--- src/rtl/clip_mem_sequencer_if.sv ---
// Bundle of control, deserializer, serializer and clip-RAM signals around
// clip_mem_sequencer. The controller/bench side is master; the sequencer is slave.
interface clip_mem_sequencer_if #(
    parameter int DATA_W = 8,
    parameter int ADDR_W = 14
);
    logic              start_rec;
    logic              start_play;
    logic              clip_sel;
    logic              abort;
    logic              des_valid;
    logic [DATA_W-1:0] des_data;
    logic              ser_req;
    logic              ser_valid;
    logic [DATA_W-1:0] ser_data;
    logic [ADDR_W:0]   mem_addr;
    logic              mem_we;
    logic              mem_re;
    logic [DATA_W-1:0] mem_wdata;
    logic [DATA_W-1:0] mem_rdata;
    logic              busy;
    logic              done;
    logic              req_drop;

    modport master (
        output start_rec, start_play, clip_sel, abort,
        output des_valid, des_data, ser_req, mem_rdata,
        input  ser_valid, ser_data, mem_addr, mem_we, mem_re, mem_wdata,
        input  busy, done, req_drop
    );

    modport slave (
        input  start_rec, start_play, clip_sel, abort,
        input  des_valid, des_data, ser_req, mem_rdata,
        output ser_valid, ser_data, mem_addr, mem_we, mem_re, mem_wdata,
        output busy, done, req_drop
    );
endinterface

--- src/rtl/clip_mem_sequencer.sv ---
// Record/play sequencer for a single-port RAM holding two clips; tracks each
// clip's recorded length and pulses done when a record or playback finishes.
module clip_mem_sequencer #(
    parameter int DATA_W     = 8,
    parameter int ADDR_W     = 14,
    parameter int CLIP_DEPTH = 16000
) (
    input logic                 clock,
    input logic                 reset_n,
    clip_mem_sequencer_if.slave bus
);
    localparam int CNT_W = ADDR_W + 1;
    localparam logic [CNT_W-1:0] DEPTH_C = CNT_W'(CLIP_DEPTH);
    localparam logic [CNT_W-1:0] LAST_C  = CNT_W'(CLIP_DEPTH - 1);
    localparam logic [CNT_W-1:0] ONE_C   = CNT_W'(1);
    localparam logic [CNT_W-1:0] ZERO_C  = {CNT_W{1'b0}};

    typedef enum logic [2:0] {
        ST_IDLE    = 3'd0,
        ST_REC     = 3'd1,
        ST_PLAY    = 3'd2,
        ST_RD_WAIT = 3'd3,
        ST_FIN     = 3'd4
    } state_t;

    state_t            state_r, state_s;
    logic [CNT_W-1:0]  cnt_r, cnt_s;
    logic [CNT_W-1:0]  len0_r, len0_s;
    logic [CNT_W-1:0]  len1_r, len1_s;
    logic [CNT_W-1:0]  cur_len_s;
    logic [CNT_W-1:0]  cnt_inc_s;
    logic [CNT_W-1:0]  cur_addr_s;
    logic [CNT_W-1:0]  len_val_s;
    logic              len_we_s;
    logic              clip_r, clip_s;
    logic              rd_phase_r, rd_phase_s;
    logic              abort_pend_r, abort_pend_s;
    logic              mem_we_r, mem_we_s;
    logic              mem_re_r, mem_re_s;
    logic [CNT_W-1:0]  mem_addr_r, mem_addr_s;
    logic [DATA_W-1:0] mem_wdata_r, mem_wdata_s;
    logic              ser_valid_r, ser_valid_s;
    logic [DATA_W-1:0] ser_data_r, ser_data_s;
    logic              busy_r, busy_s;
    logic              done_r, done_s;
    logic              req_drop_r, req_drop_s;

    assign cur_len_s  = clip_r ? len1_r : len0_r;
    assign cnt_inc_s  = cnt_r + ONE_C;
    assign cur_addr_s = {clip_r, cnt_r[ADDR_W-1:0]};

    // Next-state and next-output logic; every output is taken from a register.
    always_comb begin
        state_s      = state_r;
        cnt_s        = cnt_r;
        clip_s       = clip_r;
        rd_phase_s   = rd_phase_r;
        abort_pend_s = abort_pend_r;
        req_drop_s   = req_drop_r;
        len_we_s     = 1'b0;
        len_val_s    = cnt_r;
        mem_we_s     = 1'b0;
        mem_re_s     = 1'b0;
        mem_addr_s   = mem_addr_r;
        mem_wdata_s  = mem_wdata_r;
        ser_valid_s  = 1'b0;
        ser_data_s   = ser_data_r;
        len0_s       = len0_r;
        len1_s       = len1_r;

        case (state_r)
            ST_IDLE: begin
                if (bus.start_rec) begin
                    clip_s     = bus.clip_sel;
                    cnt_s      = ZERO_C;
                    req_drop_s = 1'b0;
                    state_s    = ST_REC;
                end else if (bus.start_play) begin
                    clip_s     = bus.clip_sel;
                    cnt_s      = ZERO_C;
                    req_drop_s = 1'b0;
                    state_s    = ST_PLAY;
                end else begin
                    state_s = ST_IDLE;
                end
            end
            ST_REC: begin
                // abort outranks a coincident sample: that sample is not written
                if (bus.abort) begin
                    len_we_s  = 1'b1;
                    len_val_s = cnt_r;
                    state_s   = ST_FIN;
                end else if (bus.des_valid) begin
                    mem_we_s    = 1'b1;
                    mem_addr_s  = cur_addr_s;
                    mem_wdata_s = bus.des_data;
                    cnt_s       = cnt_inc_s;
                    if (cnt_r == LAST_C) begin
                        len_we_s  = 1'b1;
                        len_val_s = DEPTH_C;
                        state_s   = ST_FIN;
                    end else begin
                        state_s = ST_REC;
                    end
                end else begin
                    state_s = ST_REC;
                end
            end
            ST_PLAY: begin
                if (bus.abort) begin
                    state_s = ST_FIN;
                end else if (cur_len_s == ZERO_C) begin
                    state_s = ST_FIN;
                end else if (bus.ser_req) begin
                    mem_re_s     = 1'b1;
                    mem_addr_s   = cur_addr_s;
                    rd_phase_s   = 1'b0;
                    abort_pend_s = 1'b0;
                    state_s      = ST_RD_WAIT;
                end else begin
                    state_s = ST_PLAY;
                end
            end
            ST_RD_WAIT: begin
                if (bus.ser_req) begin
                    req_drop_s = 1'b1;
                end else begin
                    req_drop_s = req_drop_r;
                end
                // first cycle: RAM is reading; second cycle: mem_rdata is valid
                if (!rd_phase_r) begin
                    rd_phase_s   = 1'b1;
                    abort_pend_s = abort_pend_r | bus.abort;
                    state_s      = ST_RD_WAIT;
                end else begin
                    ser_data_s   = bus.mem_rdata;
                    ser_valid_s  = 1'b1;
                    cnt_s        = cnt_inc_s;
                    rd_phase_s   = 1'b0;
                    abort_pend_s = 1'b0;
                    if (bus.abort || abort_pend_r || (cnt_inc_s == cur_len_s)) begin
                        state_s = ST_FIN;
                    end else begin
                        state_s = ST_PLAY;
                    end
                end
            end
            ST_FIN: begin
                state_s = ST_IDLE;
            end
            default: begin
                state_s = ST_IDLE;
            end
        endcase

        if (len_we_s && clip_r) begin
            len1_s = len_val_s;
        end else if (len_we_s) begin
            len0_s = len_val_s;
        end else begin
            len0_s = len0_r;
        end

        busy_s = (state_s != ST_IDLE);
        done_s = (state_s == ST_FIN);
    end

    // FSM state register.
    always_ff @(posedge clock or negedge reset_n) begin
        if (!reset_n) begin
            state_r <= ST_IDLE;
        end else begin
            state_r <= state_s;
        end
    end

    // Counters, clip lengths and registered outputs.
    always_ff @(posedge clock or negedge reset_n) begin
        if (!reset_n) begin
            cnt_r        <= ZERO_C;
            len0_r       <= ZERO_C;
            len1_r       <= ZERO_C;
            clip_r       <= 1'b0;
            rd_phase_r   <= 1'b0;
            abort_pend_r <= 1'b0;
            mem_we_r     <= 1'b0;
            mem_re_r     <= 1'b0;
            mem_addr_r   <= ZERO_C;
            mem_wdata_r  <= {DATA_W{1'b0}};
            ser_valid_r  <= 1'b0;
            ser_data_r   <= {DATA_W{1'b0}};
            busy_r       <= 1'b0;
            done_r       <= 1'b0;
            req_drop_r   <= 1'b0;
        end else begin
            cnt_r        <= cnt_s;
            len0_r       <= len0_s;
            len1_r       <= len1_s;
            clip_r       <= clip_s;
            rd_phase_r   <= rd_phase_s;
            abort_pend_r <= abort_pend_s;
            mem_we_r     <= mem_we_s;
            mem_re_r     <= mem_re_s;
            mem_addr_r   <= mem_addr_s;
            mem_wdata_r  <= mem_wdata_s;
            ser_valid_r  <= ser_valid_s;
            ser_data_r   <= ser_data_s;
            busy_r       <= busy_s;
            done_r       <= done_s;
            req_drop_r   <= req_drop_s;
        end
    end

    assign bus.mem_we    = mem_we_r;
    assign bus.mem_re    = mem_re_r;
    assign bus.mem_addr  = mem_addr_r;
    assign bus.mem_wdata = mem_wdata_r;
    assign bus.ser_valid = ser_valid_r;
    assign bus.ser_data  = ser_data_r;
    assign bus.busy      = busy_r;
    assign bus.done      = done_r;
    assign bus.req_drop  = req_drop_r;
endmodule

--- src/flat_wrapper.sv ---
// flat-port wrapper written by rule: the top's interface ports become plain ports
module clip_mem_sequencer_flat 
#(
    parameter int DATA_W     = 8,
    parameter int ADDR_W     = 14,
    parameter int CLIP_DEPTH = 16000
)
  (clock, reset_n, bus_start_rec, bus_start_play, bus_clip_sel, bus_abort, bus_des_valid, bus_des_data, bus_ser_req, bus_mem_rdata, bus_ser_valid, bus_ser_data, bus_mem_addr, bus_mem_we, bus_mem_re, bus_mem_wdata, bus_busy, bus_done, bus_req_drop);
  clip_mem_sequencer_if #(.DATA_W(DATA_W), .ADDR_W(ADDR_W)) bus_i ();
  input logic clock;
  input logic reset_n;
  input wire logic [$bits(bus_i.start_rec)-1:0] bus_start_rec;
  input wire logic [$bits(bus_i.start_play)-1:0] bus_start_play;
  input wire logic [$bits(bus_i.clip_sel)-1:0] bus_clip_sel;
  input wire logic [$bits(bus_i.abort)-1:0] bus_abort;
  input wire logic [$bits(bus_i.des_valid)-1:0] bus_des_valid;
  input wire logic [$bits(bus_i.des_data)-1:0] bus_des_data;
  input wire logic [$bits(bus_i.ser_req)-1:0] bus_ser_req;
  input wire logic [$bits(bus_i.mem_rdata)-1:0] bus_mem_rdata;
  output wire logic [$bits(bus_i.ser_valid)-1:0] bus_ser_valid;
  output wire logic [$bits(bus_i.ser_data)-1:0] bus_ser_data;
  output wire logic [$bits(bus_i.mem_addr)-1:0] bus_mem_addr;
  output wire logic [$bits(bus_i.mem_we)-1:0] bus_mem_we;
  output wire logic [$bits(bus_i.mem_re)-1:0] bus_mem_re;
  output wire logic [$bits(bus_i.mem_wdata)-1:0] bus_mem_wdata;
  output wire logic [$bits(bus_i.busy)-1:0] bus_busy;
  output wire logic [$bits(bus_i.done)-1:0] bus_done;
  output wire logic [$bits(bus_i.req_drop)-1:0] bus_req_drop;
  assign bus_i.start_rec = bus_start_rec;
  assign bus_i.start_play = bus_start_play;
  assign bus_i.clip_sel = bus_clip_sel;
  assign bus_i.abort = bus_abort;
  assign bus_i.des_valid = bus_des_valid;
  assign bus_i.des_data = bus_des_data;
  assign bus_i.ser_req = bus_ser_req;
  assign bus_i.mem_rdata = bus_mem_rdata;
  assign bus_ser_valid = bus_i.ser_valid;
  assign bus_ser_data = bus_i.ser_data;
  assign bus_mem_addr = bus_i.mem_addr;
  assign bus_mem_we = bus_i.mem_we;
  assign bus_mem_re = bus_i.mem_re;
  assign bus_mem_wdata = bus_i.mem_wdata;
  assign bus_busy = bus_i.busy;
  assign bus_done = bus_i.done;
  assign bus_req_drop = bus_i.req_drop;
  clip_mem_sequencer #(.DATA_W(DATA_W), .ADDR_W(ADDR_W), .CLIP_DEPTH(CLIP_DEPTH)) u_core (.clock(clock), .reset_n(reset_n), .bus(bus_i));
endmodule
--- config.mk ---
export PLATFORM = sky130hd
export DESIGN_NAME = clip_mem_sequencer_flat
export DESIGN_NICKNAME = d
export VERILOG_FILES = /design/src/rtl/clip_mem_sequencer_if.sv /design/src/rtl/clip_mem_sequencer.sv /design/src/flat_wrapper.sv
export SDC_FILE = /design/constraint.sdc
export NUM_CORES = 1
export LEC_CHECK = 0
export BUFFER_PORTS_ARGS = -buffer_cell sky130_fd_sc_hd__buf_4
export CAP_MARGIN = 20
export CORE_MARGIN = 2
export CORE_UTILIZATION = 62
export DETAILED_ROUTE_END_ITERATION = 16
export PLACE_DENSITY = 0.85
export SKIP_CTS_REPAIR_TIMING = 1
export SLEW_MARGIN = 15
export SYNTH_ARGS = -nofsm -noshare
export SYNTH_HDL_FRONTEND = slang
export SYNTH_SLANG_ARGS = --single-unit
--- constraint.sdc ---
create_clock -name clock -period 5.8 [get_ports clock]
set_input_delay 0 -clock clock [delete_from_list [all_inputs] [get_ports clock]]
set_output_delay 0 -clock clock [all_outputs]
set_load 0.005 [all_outputs]
Word-level counts from Yosys, hierarchy flattened
Index checks and enable logic that the tools add are counted.

storage, ports and cells
  flip-flop bits (word level) = 88
  bits of input ports = 24
  word-level logic and storage cells = 107

cells by class
  add/subtract/negate cells = 1
  eq/ne operators = 14
  multiplexer cells = 54
  bitwise gates (word level) = 3
  reductions and logical operators = 19

operators with widths
  cell                                                   number
  2-to-1 mux 15 bit                                      15
  one-hot mux 15 bit (3 select lines)                    1
  one-hot mux 15 bit (2 select lines)                    1
  2-to-1 mux 1 bit                                       24
  2-to-1 mux 3 bit                                       8
  adder 15 x 1 -> 15 bit, second input constant          1
  equality test 15 x 14 -> 1 bit, second input constant  1
  equality test 15 bit                                   1
  zero test 15 bit                                       1
  != test 2 bit, second input constant                   6
  one-hot mux 3 bit (4 select lines)                     1
  nonzero test 2 bit                                     4
  equality test 3 x 2 -> 1 bit, second input constant    2
  one-hot mux 1 bit (2 select lines)                     3
  AND reduction 2 bit                                    3
  AND reduction 3 bit                                    2
  AND reduction 6 bit                                    1
  nonzero test 3 bit                                     2
  AND reduction 5 bit                                    1
  AND reduction 4 bit                                    1
  equality test 3 x 1 -> 1 bit, second input constant    1
  equality test 3 bit, second input constant             1
  zero test 3 bit                                        1
  != test 3 bit, second input constant                   1
  6 further kinds                                        8

Longest topological paths before layout
  depth in word-level cells = 8
  gate-level depth with buffers = 10
  gate-level depth less buffers = 8

Worst setup path after synthesis
No wires, ideal clock.

  path kind = register to register
  start = reg u_core.cnt_r[0]
  end = reg u_core.busy_r, in the netlist u_core.bus.busy
  arrival = 2.332 ns
  data required time = 5.713 ns
  slack = 3.381 ns
  stages on the path, launching flop included = 9
  buffers on the path = 0
  clock period less this slack = 2.419 ns
  cells stage by stage = dfrtp_1 ha_1 nand4_1 or4_1 xnor2_1 nor4_1 o2111ai_1 a21bo_2 o2111ai_2

between the ends
  word-level cells in the longest chain between the ends = 7

RTL lines
  what                                  RTL line                   text
  start: declaration                    clip_mem_sequencer.sv:27   logic [CNT_W-1:0] cnt_r, cnt_s;
  start signal: assignment              clip_mem_sequencer.sv:196  cnt_r <= cnt_s;
  adder 15 x 1 -> 15 bit                clip_mem_sequencer.sv:49   assign cnt_inc_s = cnt_r + ONE_C;
  equality test 15 bit                  clip_mem_sequencer.sv:141  if (bus.abort || abort_pend_r || (cnt_inc_s == cur_len_s)) begin
  logical OR 1 bit                      clip_mem_sequencer.sv:141
  2-to-1 mux 3 bit                      clip_mem_sequencer.sv:141
  2-to-1 mux 3 bit                      clip_mem_sequencer.sv:131  if (!rd_phase_r) begin
  one-hot mux 3 bit (4 select lines) *  clip_mem_sequencer.sv:71   case (state_r)
  nonzero test 3 bit *                  clip_mem_sequencer.sv:164  busy_s = (state_s != ST_IDLE);
  net u_core.busy_s                     clip_mem_sequencer.sv:44   logic busy_r, busy_s;
  end signal: assignment                clip_mem_sequencer.sv:208  busy_r <= busy_s;
  end: declaration                      clip_mem_sequencer.sv:44

Mark *: on every way through the listed nets, which the timed path passes. The rest lies on a longest branch.
A chain may end at the register's enable or synchronous reset.

Worst setup path in the final report
  start = reg u_core.clip_r
  end = reg u_core.mem_addr_r[5], in the netlist u_core.bus.mem_addr[5]

between the ends
  word-level cells in the longest chain between the ends = 4

RTL lines
  what                           RTL line                   text
  start: declaration             clip_mem_sequencer.sv:35   logic clip_r, clip_s;
  start signal: assignment       clip_mem_sequencer.sv:199  clip_r <= clip_s;
  2-to-1 mux 15 bit              clip_mem_sequencer.sv:48   assign cur_len_s = clip_r ? len1_r : len0_r;
  zero test 15 bit               clip_mem_sequencer.sv:112  end else if (cur_len_s == ZERO_C) begin
  != test 2 bit (no line)        -
  AND reduction 6 bit (no line)  -
  end signal: assignment         clip_mem_sequencer.sv:204  mem_addr_r <= mem_addr_s;
  end: declaration               clip_mem_sequencer.sv:40   logic [CNT_W-1:0] mem_addr_r, mem_addr_s;

Every way passes these cells.

==> metrics <==
total negative slack 0 ps; Crit path arrival time approximately 3300 ps; Vias roughly 3500; R2R Path Start u_core.clip_r; clock skew 16.3 ps; CTS Buffer Depth 2; Worst-path clk slew approximately 100 ps; Simple-Gate Fraction of Synth Area between 15 and 20%; worst relative slew slack 28.8%; per-cell routed wire length 18.7 microns; hold path depth 3; drt first pass iters 6; Cells after Synth between 400 and 500; post-synth top area share about 50%; Seq cells post-synth between 80 and 90; CTS tree built; number of vias per cell ~6.2; CP delay by family, top simple AND/OR/NAND/NOR gates; WHS Endpoint u_core.abort_pend_r; Pwr Total slightly below 2 mW; worst path cell trace or4b_1, o22a_1, a21oi_2, nor2_1, nor2_4, mux2_2; status complete, but fails checks; Post-Syn Nets around 430; commonest non-fill, non-tap cell in the layout dfrtp_1; fin. max-slew vios 0; clock root buffer clkbuf_8; number of global-route vias before repair approximately 3300; count of cell types in the netlist 57; hold_sp bus_abort; area of the multi-input gates slightly above 0.002 sq mm; CTS H-tree lvls 3; largest net degree at the start of global routing 89; Worst-Skew Late Latency approximately 370 ps; register area share after synthesis 49.9%; Pleak ~2.4 nW; CP max FO 23; r2r setup slk about 2700 ps; Post-DP HPWL a little under 7 mm; period utilization between 50% and 60%; async set-reset flop share out of synthesis between 90% and 100%; initial antenna violation count 0; unrepaired setup endpoints after global routing no; area growth from synthesis to layout 18.7%; peak per-stage delay on the critical path 1000 ps; Post-synth EDFFs 0; FMAX around 0.33 GHz; Post-Synth XOR/XNOR Area around 5.3%; effective utilization at floorplan approximately 65%; top post-synthesis cells by area dfrtp_1 (50%), mux2_2 (9.9%), o21ai_0 (4.9%); commonest cells after routing, fill and taps aside dfrtp_1 (88), buf_4 (59), o21ai_0 (43), nand2_1 (42), mux2_2 (39); Hold Path Class in2reg; Post-Place Cells approximately 530; GRT overflow 0; GRT Total Usage 27.0%; share of cells above drive strength 1 between 20% and 30%; post-route DRC violation count 0; Worst Hold Slack -28.7 ps; CP endpoint kind flip-flop; Max rail drop VDD roughly 0.23 mV; GPL Wtd Cong about 0.92; PD cells about 380 mW/mm^2; # fillers 449; row cnt 30; Finished Layout Cells approximately 560; first-pass GRT wire length around 16 mm; Total Wirelength 10.5 mm; failing checks hold timing; initial drt markers 330; total die area roughly 0.0078 sq mm; # diodes 0; main combinational cell family by area after synthesis simple AND/OR/NAND/NOR gates; TritonCTS Sinks 88; dpl ws ~2800 ps; mux cell area share after synthesis between 10% and 20%; Setup CP Type reg2reg; Worst R2R Path Depth 6; die width between 80 and 90 microns; required time of the critical path 6050 ps; r2r endpoint u_core.bus.mem_addr[5]; Post-synth top flop dfrtp_1; post-synthesis compound-gate area fraction between 10% and 20%; Core Box Area about 0.0068 sq mm; final worst slack between 2000 and 3000 ps; Final setup violation count 0; die height between 80 and 90 microns; Post-Synth Adder-Cell Area 0.283%; total CTS buffers 9; Mean Syn Cell Area 11.0 sq um; Final #Nets 487; YS warnings 0; IO buf count 60; Max-cap violations 0; Hold Fails Final Rpt 1; CP max stage cell dfrtp_1; ANT nets after route 0; CP Launch Type flip-flop; CP bufs+invs 0; Sequential Area between 0.002 and 0.0025 sq mm; cell taking the most area after synthesis dfrtp_1; netlist area before placement around 0.0044 sq mm; fin crit period just over 3000 ps; IO Pins 61; Least-Margin Pin Slew ~1100 ps
[area by class of cell]
class	count	share of cell area (%)
clock buffers	10	2.44
clock inverters	6	1.79
inverters	4	0.287
multi-input cells	280	38.9
flip-flops and latches	88	42.0
well taps	96	2.29
repair buffers	79	12.3
[how the worst max path moves through the flow]
stage	start	to	slack [ps]	depth (start not counted)
after floorplan	u_core.cnt_r[0]	u_core.bus.busy	3380	8
after global placement	u_core.clip_r	u_core.bus.mem_addr[12]	2930	6
after detailed placement	u_core.clip_r	u_core.bus.mem_addr[5]	2790	6
after CTS	u_core.clip_r	u_core.bus.mem_addr[0]	2780	6
after global routing	u_core.clip_r	u_core.bus.mem_addr[5]	2600	6
final	u_core.clip_r	u_core.bus.mem_addr[5]	2750	6
[power by group]
part	internal, mW	leakage [nW]	switching, mW	total (mW)
logic	0.329	1.16	0.311	0.640
clock network	0.245	0.107	0.227	0.472
registers	0.734	1.18	0.131	0.865
total	1.31	2.45	0.670	1.98
[worst reg2reg max path, cell delays in order (launching register included)]
cell     delay, ps
dfrtp_1       1000
or4b_1         510
o22a_1         230
a21oi_2        220
nor2_1         150
nor2_4         430
mux2_2         410
[kinds of logic (layout without fill, tap and decap cells)]
logic type | after synthesis | count (layout)
and+or+nand+nor | 124 | 124
DFF | 88 | 88
AOI/OAI and AO/OA | 75 | 75
muxes | 58 | 58
buffers and inverters | 33 | 99
xor gates and xnor gates | 22 | 22
adders and majority gates | 1 | 1
[stage by stage]
| stage | cell area, sq um | util, % |
|---|---|---|
| 2_1_floorplan | 4410 | - |
| 3_3_place_gp | 4820 | 70.6 |
| 3_5_place_dp | 4820 | 70.6 |
| 4_1_cts | 5050 | 73.9 |
| 5_1_grt | 5240 | 76.7 |
| 6_report | 5240 | 76.7 |
[per-layer routing]
metal  GRT usage, %  up-vias  part of all wire [%]  wire length, microns
met5              0        -                     0                     0
met4           10.1        0                   2.2                   234
met3           4.01       28                   5.5                   574
met2           45.6      177                    52                  5480
met1           35.7     1721                    40                  4230
li1               -     1559                     -                     -
[flip-flops by register name (all words and copies together), names as in the netlist]
name                  flops
u_core.bus.mem_we         1
u_core.cnt_r             15
u_core.rd_phase_r         1
u_core.bus.mem_wdata      8
u_core.bus.busy           1
u_core.bus.mem_addr      15
u_core.bus.done           1
u_core.bus.ser_valid      1
u_core.bus.ser_data       8
u_core.len0_r            15
u_core.abort_pend_r       1
u_core.state_r            3
u_core.bus.req_drop       1
u_core.len1_r            15
u_core.clip_r             1
u_core.bus.mem_re         1
[synthesized netlist by cell type (all sizes together) (5+ instances only)]
cell,instances
xnor2,16
nor4,8
o21ai,43
nand2b,6
nand3,9
mux2,43
or3,6
a21oi,7
buf,14
mux2i,15
a31oi,6
nor3,6
and3,5
dfrtp,88
clkbuf,15
nand2,44
nor2,23
Note: power is estimated with default switching activity, not from simulation.
